$ cat config.mk
export PLATFORM = sky130hd
export DESIGN_NAME = keystream_xor
export DESIGN_NICKNAME = d
export VERILOG_FILES = /design/src/rtl/ksx_pkg.sv /design/src/rtl/ksx_skid_fifo.sv /design/src/rtl/keystream_xor.sv
export SDC_FILE = /design/constraint.sdc
export NUM_CORES = 1
export LEC_CHECK = 0
export ABC_CLOCK_PERIOD_IN_PS = 1700
export BUFFER_PORTS_ARGS = -buffer_cell sky130_fd_sc_hd__clkbuf_2
export CAP_MARGIN = 20
export CORE_MARGIN = 4
export CORE_UTILIZATION = 45
export CTS_CLUSTER_SIZE = 12
export DETAILED_ROUTE_END_ITERATION = 16
export GPL_TIMING_DRIVEN = 0
export HOLD_SLACK_MARGIN = 0.1
export PLACE_DENSITY = 0.72
export SLEW_MARGIN = 20
export SYNTH_ARGS = -nofsm -noshare
export SYNTH_HDL_FRONTEND = slang
export SYNTH_SLANG_ARGS = --single-unit
$ cat constraint.sdc
create_clock -name clk -period 1.7 [get_ports clk]
set_clock_uncertainty 0.05 [all_clocks]
set_input_delay 0.34 -clock clk [delete_from_list [all_inputs] [get_ports clk]]
set_output_delay 0.34 -clock clk [all_outputs]
set_load 0.005 [all_outputs]
$ cat src/rtl/ksx_pkg.sv
// ksx_pkg: shared constants, state encoding and helpers for keystream_xor.
package ksx_pkg;

  // Width of the keystream word delivered by the LFSR.
  localparam int KS_W   = 16;

  // Width of the warm-up counter; covers WARMUP values 0..255.
  localparam int WCNT_W = 8;

  // Controller state encoding (kept as plain constants for legacy tools).
  typedef logic [1:0] ksx_state_t;
  localparam ksx_state_t ST_IDLE   = 2'd0;
  localparam ksx_state_t ST_WARMUP = 2'd1;
  localparam ksx_state_t ST_RUN    = 2'd2;

  // Largest value of the optional accepted-word statistics counter.
  localparam logic [31:0] STATS_MAX = 32'hFFFF_FFFF;

  // Saturating increment used by the statistics counter.
  function automatic logic [31:0] sat_inc(input logic [31:0] value);
    return (value == STATS_MAX) ? value : value + 32'd1;
  endfunction

endpackage

$ cat src/rtl/ksx_skid_fifo.sv
// ksx_skid_fifo: two-entry valid/ready buffer. Two entries let the
// producer keep streaming at one word per cycle while the sink applies
// backpressure for a cycle, without a combinational ready path from
// out_ready to in_ready.
module ksx_skid_fifo #(
  parameter int DATA_W = 16
) (
  input  logic              clk,
  input  logic              rst_n,
  input  logic              in_valid,
  output logic              in_ready,
  input  logic [DATA_W-1:0] in_data,
  output logic              out_valid,
  input  logic              out_ready,
  output logic [DATA_W-1:0] out_data,
  output logic [1:0]        count
);

  logic [DATA_W-1:0] mem_q [2];
  logic              wr_ptr_q;
  logic              rd_ptr_q;
  logic [1:0]        count_q;
  logic [1:0]        count_d;
  logic              push;
  logic              pop;

  assign in_ready  = (count_q != 2'd2);
  assign out_valid = (count_q != 2'd0);
  assign out_data  = mem_q[rd_ptr_q];
  assign count     = count_q;
  assign push      = in_valid & in_ready;
  assign pop       = out_valid & out_ready;

  // Occupancy update: simultaneous push and pop leaves the count unchanged.
  always_comb begin
    // NOTE: assign a default first so every path drives count_d and no latch is inferred.
    count_d = count_q;
    unique case ({push, pop})
      2'b10:   count_d = count_q + 2'd1;
      2'b01:   count_d = count_q - 2'd1;
      default: count_d = count_q;
    endcase
  end

  // Storage, pointers and occupancy; entries start at zero so out_data reads 0 after reset.
  always_ff @(posedge clk or negedge rst_n) begin
    if (!rst_n) begin
      // NOTE: the entries are reset because the head entry is visible on out_data; a plain
      // data RAM that is never read before being written would normally be left unreset.
      mem_q[0] <= '0;
      mem_q[1] <= '0;
      wr_ptr_q <= 1'b0;
      rd_ptr_q <= 1'b0;
      count_q  <= 2'd0;
    end else begin
      // NOTE: sequential state uses non-blocking assignments so every register samples
      // pre-edge values regardless of statement order.
      if (push) begin
        mem_q[wr_ptr_q] <= in_data;
        wr_ptr_q        <= ~wr_ptr_q;
      end
      if (pop) begin
        rd_ptr_q <= ~rd_ptr_q;
      end
      count_q <= count_d;
    end
  end

endmodule

$ cat src/rtl/keystream_xor.sv
// keystream_xor: consumer stage for the 16-bit XNOR LFSR. Each accepted data
// word is XORed with the current keystream word and the LFSR is told to step
// (ks_adv) so the next accept sees the next word. After enable rises, WARMUP
// keystream words are discarded before data is accepted.
// Optional build macro KSX_STATS_EN adds the word_cnt output (saturating
// count of accepted words since the last start).
module keystream_xor
  import ksx_pkg::*;
#(
  parameter int DATA_W = 16,
  parameter int WARMUP = 4
) (
  input  logic              clk,
  input  logic              rst_n,
  input  logic              enable,
  input  logic [KS_W-1:0]   ks_in,
  output logic              ks_adv,
  input  logic              in_valid,
  output logic              in_ready,
  input  logic [DATA_W-1:0] in_data,
  output logic              out_valid,
  input  logic              out_ready,
  output logic [DATA_W-1:0] out_data,
  output logic              running
`ifdef KSX_STATS_EN
  ,
  output logic [31:0]       word_cnt
`endif
);

  // Last warm-up count value and the state entered when enable rises.
  localparam int         WCNT_LAST_INT = (WARMUP > 0) ? (WARMUP - 1) : 0;
  localparam logic [WCNT_W-1:0] WCNT_LAST = WCNT_W'(WCNT_LAST_INT);
  localparam ksx_state_t START_STATE = (WARMUP > 0) ? ST_WARMUP : ST_RUN;

  ksx_state_t        state_q;
  ksx_state_t        state_d;
  logic [WCNT_W-1:0] wcnt_q;
  logic [WCNT_W-1:0] wcnt_d;
  logic              fifo_in_ready;
  logic              accept;
  logic              start;
  logic [DATA_W-1:0] push_data;
  logic [1:0]        fifo_count;

  // Input side only opens in RUN and only while the buffer has room.
  assign in_ready  = (state_q == ST_RUN) & fifo_in_ready;
  assign accept    = in_valid & in_ready;
  assign ks_adv    = (state_q == ST_WARMUP) | accept;
  assign running   = (state_q == ST_RUN);
  assign push_data = in_data ^ ks_in[DATA_W-1:0];
  assign start     = (state_q == ST_IDLE) & (state_d != ST_IDLE);

  // Controller next state and warm-up counter.
  always_comb begin
    state_d = state_q;
    wcnt_d  = wcnt_q;
    unique case (state_q)
      ST_IDLE: begin
        wcnt_d = '0;
        if (enable) begin
          state_d = START_STATE;
        end
      end
      ST_WARMUP: begin
        // Each WARMUP cycle drives ks_adv; dropping enable keeps the advances already made.
        if (!enable) begin
          state_d = ST_IDLE;
          wcnt_d  = '0;
        end else if (wcnt_q == WCNT_LAST) begin
          state_d = ST_RUN;
          wcnt_d  = '0;
        end else begin
          wcnt_d = wcnt_q + WCNT_W'(1);
        end
      end
      ST_RUN: begin
        if (!enable) begin
          state_d = ST_IDLE;
        end
      end
      default: begin
        state_d = ST_IDLE;
        wcnt_d  = '0;
      end
    endcase
  end

  // Controller state registers.
  always_ff @(posedge clk or negedge rst_n) begin
    if (!rst_n) begin
      state_q <= ST_IDLE;
      wcnt_q  <= '0;
    end else begin
      state_q <= state_d;
      wcnt_q  <= wcnt_d;
    end
  end

  // Output buffer; it keeps draining after the controller returns to IDLE.
  ksx_skid_fifo #(
    .DATA_W (DATA_W)
  ) u_fifo (
    .clk       (clk),
    .rst_n     (rst_n),
    .in_valid  (accept),
    .in_ready  (fifo_in_ready),
    .in_data   (push_data),
    .out_valid (out_valid),
    .out_ready (out_ready),
    .out_data  (out_data),
    .count     (fifo_count)
  );

`ifdef KSX_STATS_EN
  logic [31:0] word_cnt_q;

  // Accepted-word counter, restarted on each IDLE exit and saturating at its maximum.
  always_ff @(posedge clk or negedge rst_n) begin
    if (!rst_n) begin
      word_cnt_q <= '0;
    end else if (start) begin
      word_cnt_q <= '0;
    end else if (accept) begin
      word_cnt_q <= sat_inc(word_cnt_q);
    end
  end

  assign word_cnt = word_cnt_q;
`endif

  // Buffer occupancy is only needed internally by the FIFO's own ready logic.
  logic unused_ok;
  assign unused_ok = ^{fifo_count, start};

endmodule

; ---- Yosys cells after proc, flatten, opt, wreduce, memory -nomap -nowiden
; Index checks and enable logic that the tools add are counted.
[totals]
reg_bits = 46
input_bits = 37
elab_cells = 52
[classes]
n_addsub = 3
n_lt_le_gt_ge = 3
eq_ne = 9
muxes = 15
bitwise_logic = 10
n_reduce_logical = 5
[op_table]
columns = op, n
row1 = $mux 16, 4
row2 = $bwmux 32, 1
row3 = $demux 16 s1, 1
row4 = $mux 8, 2
row5 = $pmux 8 s2, 1
row6 = $xor 16x16->16, 1
row7 = $add 8x1->8 const B, 1
row8 = $eq 8x2->1 const B, 1
row9 = $mux 2, 4
row10 = $ne 2x2->1 const B, 3
row11 = $pmux 2 s3, 1
row12 = $and 1x1->1, 4
row13 = $eq 2x1->1 const B, 2
row14 = $eq 2x2->1 const B, 2
row15 = $ge 2x2->1 const B, 2
row16 = $not 1->2, 2
row17 = $pmux 2 s2, 1
row18 = $reduce_bool 2->1, 2
row19 = $ne 3x2->1 const B, 1
row20 = $reduce_and 3->1, 1
row21 = $add 2x1->2 const B, 1
row22 = $logic_not 2->1, 1
row23 = $lt 2x1->1 const B, 1
row24 = $not 1->1, 2
row25 = 3 further kinds, 3

; ---- Depth between registers and ports, before layout
[logic_depth]
ltp_word = 6
depth_mapped = 8
depth_no_buf = 7

; ---- Modules after synthesis
; From an unflattened synthesis, not the netlist that was laid out.
[hier_totals]
hier_cells = 176
hier_area_um2 = 2427.3
[modules_own_cells]
columns = module, n_inst, cells_each, area_each_um2, seq_area_each_um2
row1 = ksx_skid_fifo, 1, 103, 1699.1, 900.9
row2 = keystream_xor, 1, 73, 728.2, 250.2

; ---- Least setup slack after synthesis
; Ideal clock, no wire load.
[synth_timing]
path_kind = register -> register
startpoint = reg state_q[0]
endpoint = reg u_fifo.mem_q[22] in the netlist's numbering
setup_ps = 125
arrival_ps = 1551
setup_slack_ps = -26
stages_incl_launch_ff = 8
path_buffers = 2
synth_period_minus_slack_ps = 1726
cell_sequence = dfrtp_1 nand2b_1 buf_2 clkinv_2 nand3_2 nor2_4 buf_4 mux2_2
[synth_via]
elab_chain_len = 4
[synth_lines]
columns = item, line_no
row1 = "start, declared", keystream_xor.sv:36  ; ksx_state_t state_q;
row2 = "start signal, assigned", keystream_xor.sv:95  ; state_q <= state_d;
row3 = $eq 2x2->1, -
row4 = via running, keystream_xor.sv:24  ; output logic running
row5 = $and 1x1->1, keystream_xor.sv:47  ; assign in_ready = (state_q == ST_RUN) & fifo_in_ready;
row6 = $and 1x1->1, keystream_xor.sv:48  ; assign accept = in_valid & in_ready;
row7 = $and 1x1->1, ksx_skid_fifo.sv:31  ; assign push = in_valid & in_ready;
row8 = "end signal, assigned by index", ksx_skid_fifo.sv:59  ; mem_q[wr_ptr_q] <= in_data;
row9 = "end, declared", ksx_skid_fifo.sv:19  ; logic [DATA_W-1:0] mem_q [2];
; The timed path passes the listed nets, and every way through them passes these cells.
; A chain may end at the register's enable or synchronous reset.

; ---- Worst setup path after layout
[layout_timing]
startpoint = reg wcnt_q[1]
endpoint = reg state_q[1]
[layout_via]
elab_chain_len = 3
[layout_lines]
columns = item, line_no
row1 = "start, declared", keystream_xor.sv:38  ; logic [WCNT_W-1:0] wcnt_q;
row2 = "start signal, assigned", keystream_xor.sv:96  ; wcnt_q <= wcnt_d;
row3 = $eq 8x2->1, keystream_xor.sv:70  ; end else if (wcnt_q == WCNT_LAST) begin
row4 = $ne 3x2->1 (no line), -
row5 = $reduce_and 3->1 (no line), -
; No other way between the ends.

==> metrics <==
critical path type=register to register; final period demand of the worst path=around 1.7 ns; clk sinks=46; reg2reg setup slack=-0.05 ns; WL met3=approximately 210 microns; Critical Path AT=approximately 1.9 ns; vias per inst=4.77; Slew HR=58.7%; CTS tree=yes; number of synthesized register bits=46; maximum VDD drop=497 uV; Pwr Density=921 nW/um^2; total track usage=15.0%; DP HPWL=2900 microns; Worst Hold Class=primary input to register; YS warnings=0; antenna-violating nets left=0; syn_area_per_cell=13.4 sq um; leakage power=0.00157 uW; # port buffers=56; Initial Util=47.0%; FMAX=572 MHz; fillers=388; Die Span Y=78.7 microns; CTS Buf Count=5; P&R area growth vs syn=32.3%; CP required=1.86 ns; Pwr Total=between 2000 and 3000 uW; initial antenna violation count=0; # DRC=0; max-cap violations=0; Post-Syn Area=2250 sq um; Slew @ Worst Pin=0.619 ns; Clk Latency, worst-skew pair=about 0.29 ns; routed wire length=4310 microns; share of layout cells above drive strength 1=58.8%; synth unique cells=32; vias in the first global route=1592; Area after DPL=2630 sq um; beginning of the critical path=wcnt_q[1]; H-tree depth=2; routed length on met1=1980 microns; Pins Over Slew Limit=0; vias=~1500; DRT iter0 DRCs=42; Core Box Area=4790 sq um; Fin. Hold Viols=0; setup TNS=-0.0565 ns; FF-to-FF End=state_q[1]; gr ovfl total=0; Inst Count DP=291; startpoint types=register; width of the die=just under 80 microns; met2 wire len=2080 microns; Post-Syn Instances=168; global-route wire length before repair=7330 microns; clk root buf=clkbuf_8; final setup fails=4; Antenna Cells=0; DR WL/cell=13.6 microns; Ports=57; worst setup path end=state_q[1]; # rows=25; failing checks=negative setup slack; final setup margin=-0.0490 ns; register area share after synthesis=51.2%; final instance area=2970 sq um; Die ar.=around 6200 sq um; Fin Hold WS=0.256 ns; fin nets=slightly below 300; clk slew on worst S/H paths=0.07 ns; Max Root-Sink Buffers=2; highest metal used=met4; Finished Layout Cells=317; Pre-antenna DRT Iters=4; Tcrit/Tclk final=103%; largest net degree at the start of global routing=47; gpl congestion=0.786; Setup crit end kind=register; RSZ-0062 raised after global routing=true; Max FO, Critical Path=2; r2r worst-path depth=4; Synth Net Count=208; status=finished, violations left; Worst R2R Start=wcnt_q[1]
critical path, cell delays in order (launching register included):
cell and delay [ns]:
dfrtp_1 0.37, ha_1 0.16, or4b_4 0.46, or4_1 0.48, a21boi_1 0.15
how the worst min path moves through the flow:
stage          slack [ns]          endpoint  depth (start not counted)              from
2_1_floorplan      -0.006        state_q[0]                          0             rst_n
3_3_place_gp         0.43  u_fifo.mem_q[11]                          1  u_fifo.mem_q[11]
3_5_place_dp         0.37  u_fifo.mem_q[10]                          1             rst_n
4_1_cts              0.25        state_q[0]                          3            enable
5_1_grt              0.25        state_q[1]                          2            enable
6_report             0.26        state_q[0]                          3            enable
placed cells by master, fill, tap and decap left out, types with 2 or more instances in the layout:
cell	count
and2_4	2
buf_4	16
buf_6	2
buf_8	3
clkbuf_1	2
clkbuf_2	55
clkbuf_8	5
dfrtp_1	45
ha_1	2
mux2_2	42
mux2_4	7
nand2_1	3
nand2b_1	3
nand3_1	3
nand3_4	2
nand4_1	3
nor2_1	6
or3_1	2
xnor2_1	3
xor2_1	23
layout make-up:
type / instances / area [sq um] / area share (%)
Buffer: 4 / 56.3 / 1.89
Clock buffer: 7 / 76.3 / 2.57
Clock inverter: 1 / 30.0 / 1.01
Inverter: 2 / 12.5 / 0.421
Multi-Input combinational cell: 115 / 1100 / 37.2
Sequential cell: 46 / 1150 / 38.8
Tap cell: 67 / 83.8 / 2.82
Timing Repair Buffer: 75 / 457 / 15.4
repair_timing:
| item | CTS | global route |
|---|---|---|
| hold buffers | 1 | 0 |
| pin swaps | 3 | 2 |
| hold endpoints to repair | 46 | 0 |
| resized for setup | 21 | 4 |
| buffers inserted | 13 | 4 |
| setup endpoints to repair | 49 | 45 |
| cloned | 1 | 0 |
synthesized netlist by cell type:
master,n,area [sq um]
buf_4,1,7.51
a21boi_1,1,7.51
buf_6,1,11.3
and2_1,2,12.5
or4b_1,1,10.0
clkinv_2,1,5.00
nor2_4,1,11.3
and4_2,1,10.0
and3_2,1,7.51
o21ai_0,3,15.0
nand3_1,3,15.0
or4_1,1,7.51
buf_2,1,5.00
nand2b_1,3,18.8
and3b_1,1,8.76
inv_1,1,3.75
or2_2,1,6.26
a22o_1,1,8.76
buf_1,1,3.75
nand4_1,3,18.8
dfrtp_1,46,1150
nand3_4,1,17.5
and2_2,1,7.51
ha_1,3,37.5
xnor2_1,3,26.3
nand2_1,3,11.3
mux2_2,49,552
nor2_1,6,22.5
nand3_2,1,10.0
or3_1,2,12.5
xor2_1,23,201
clkbuf_1,1,3.75
metrics by stage:
| stage | util (%) | worst slack, ns |
|---|---|---|
| final | 62.1 | -0.0490 |
| after global routing | 62.1 | -0.0894 |
| after CTS | 61.3 | -0.0413 |
| after detailed placement | 54.9 | -0.241 |
| after global placement | 54.8 | -0.289 |
| after floorplan | - | 0.00328 |
flip-flops by register name, summed over array words and instances, names as in the netlist:
| signal | count |
|---|---|
| u_fifo.count | 2 |
| wcnt_q | 8 |
| state_q | 2 |
| u_fifo.rd_ptr_q | 1 |
| u_fifo.mem_q | 32 |
| u_fifo.wr_ptr_q | 1 |
logic make-up (layout without fill, tap and decap cells):
| logic type | after synthesis | count (layout) | synth area share, % |
|---|---|---|---|
| multiplexers | 49 | 49 | 24.6 |
| flip-flops | 46 | 46 | 51.2 |
| AND/OR/NAND/NOR | 32 | 32 | 9.24 |
| XOR/XNOR | 26 | 26 | 10.1 |
| buffers and inverters | 7 | 89 | 1.78 |
| AO/OA/AOI/OAI | 5 | 5 | 1.39 |
| adder cells (fa/ha/maj) | 3 | 3 | 1.67 |
per-layer routing:
| metal | up-vias | track usage (%) |
|---|---|---|
| met5 | - | 0 |
| met4 | 0 | 5.24 |
| met3 | 5 | 3.33 |
| met2 | 37 | 23.9 |
| met1 | 730 | 20.3 |
| li1 | 741 | - |
power by group:
part	leakage [uW]	switching, uW	total, uW	internal, uW
registers	0.000625	63.6	1250	1180
clock network	0.0000524	344	784	440
logic	0.000888	303	708	405
Power figures use the tool's default switching activity.
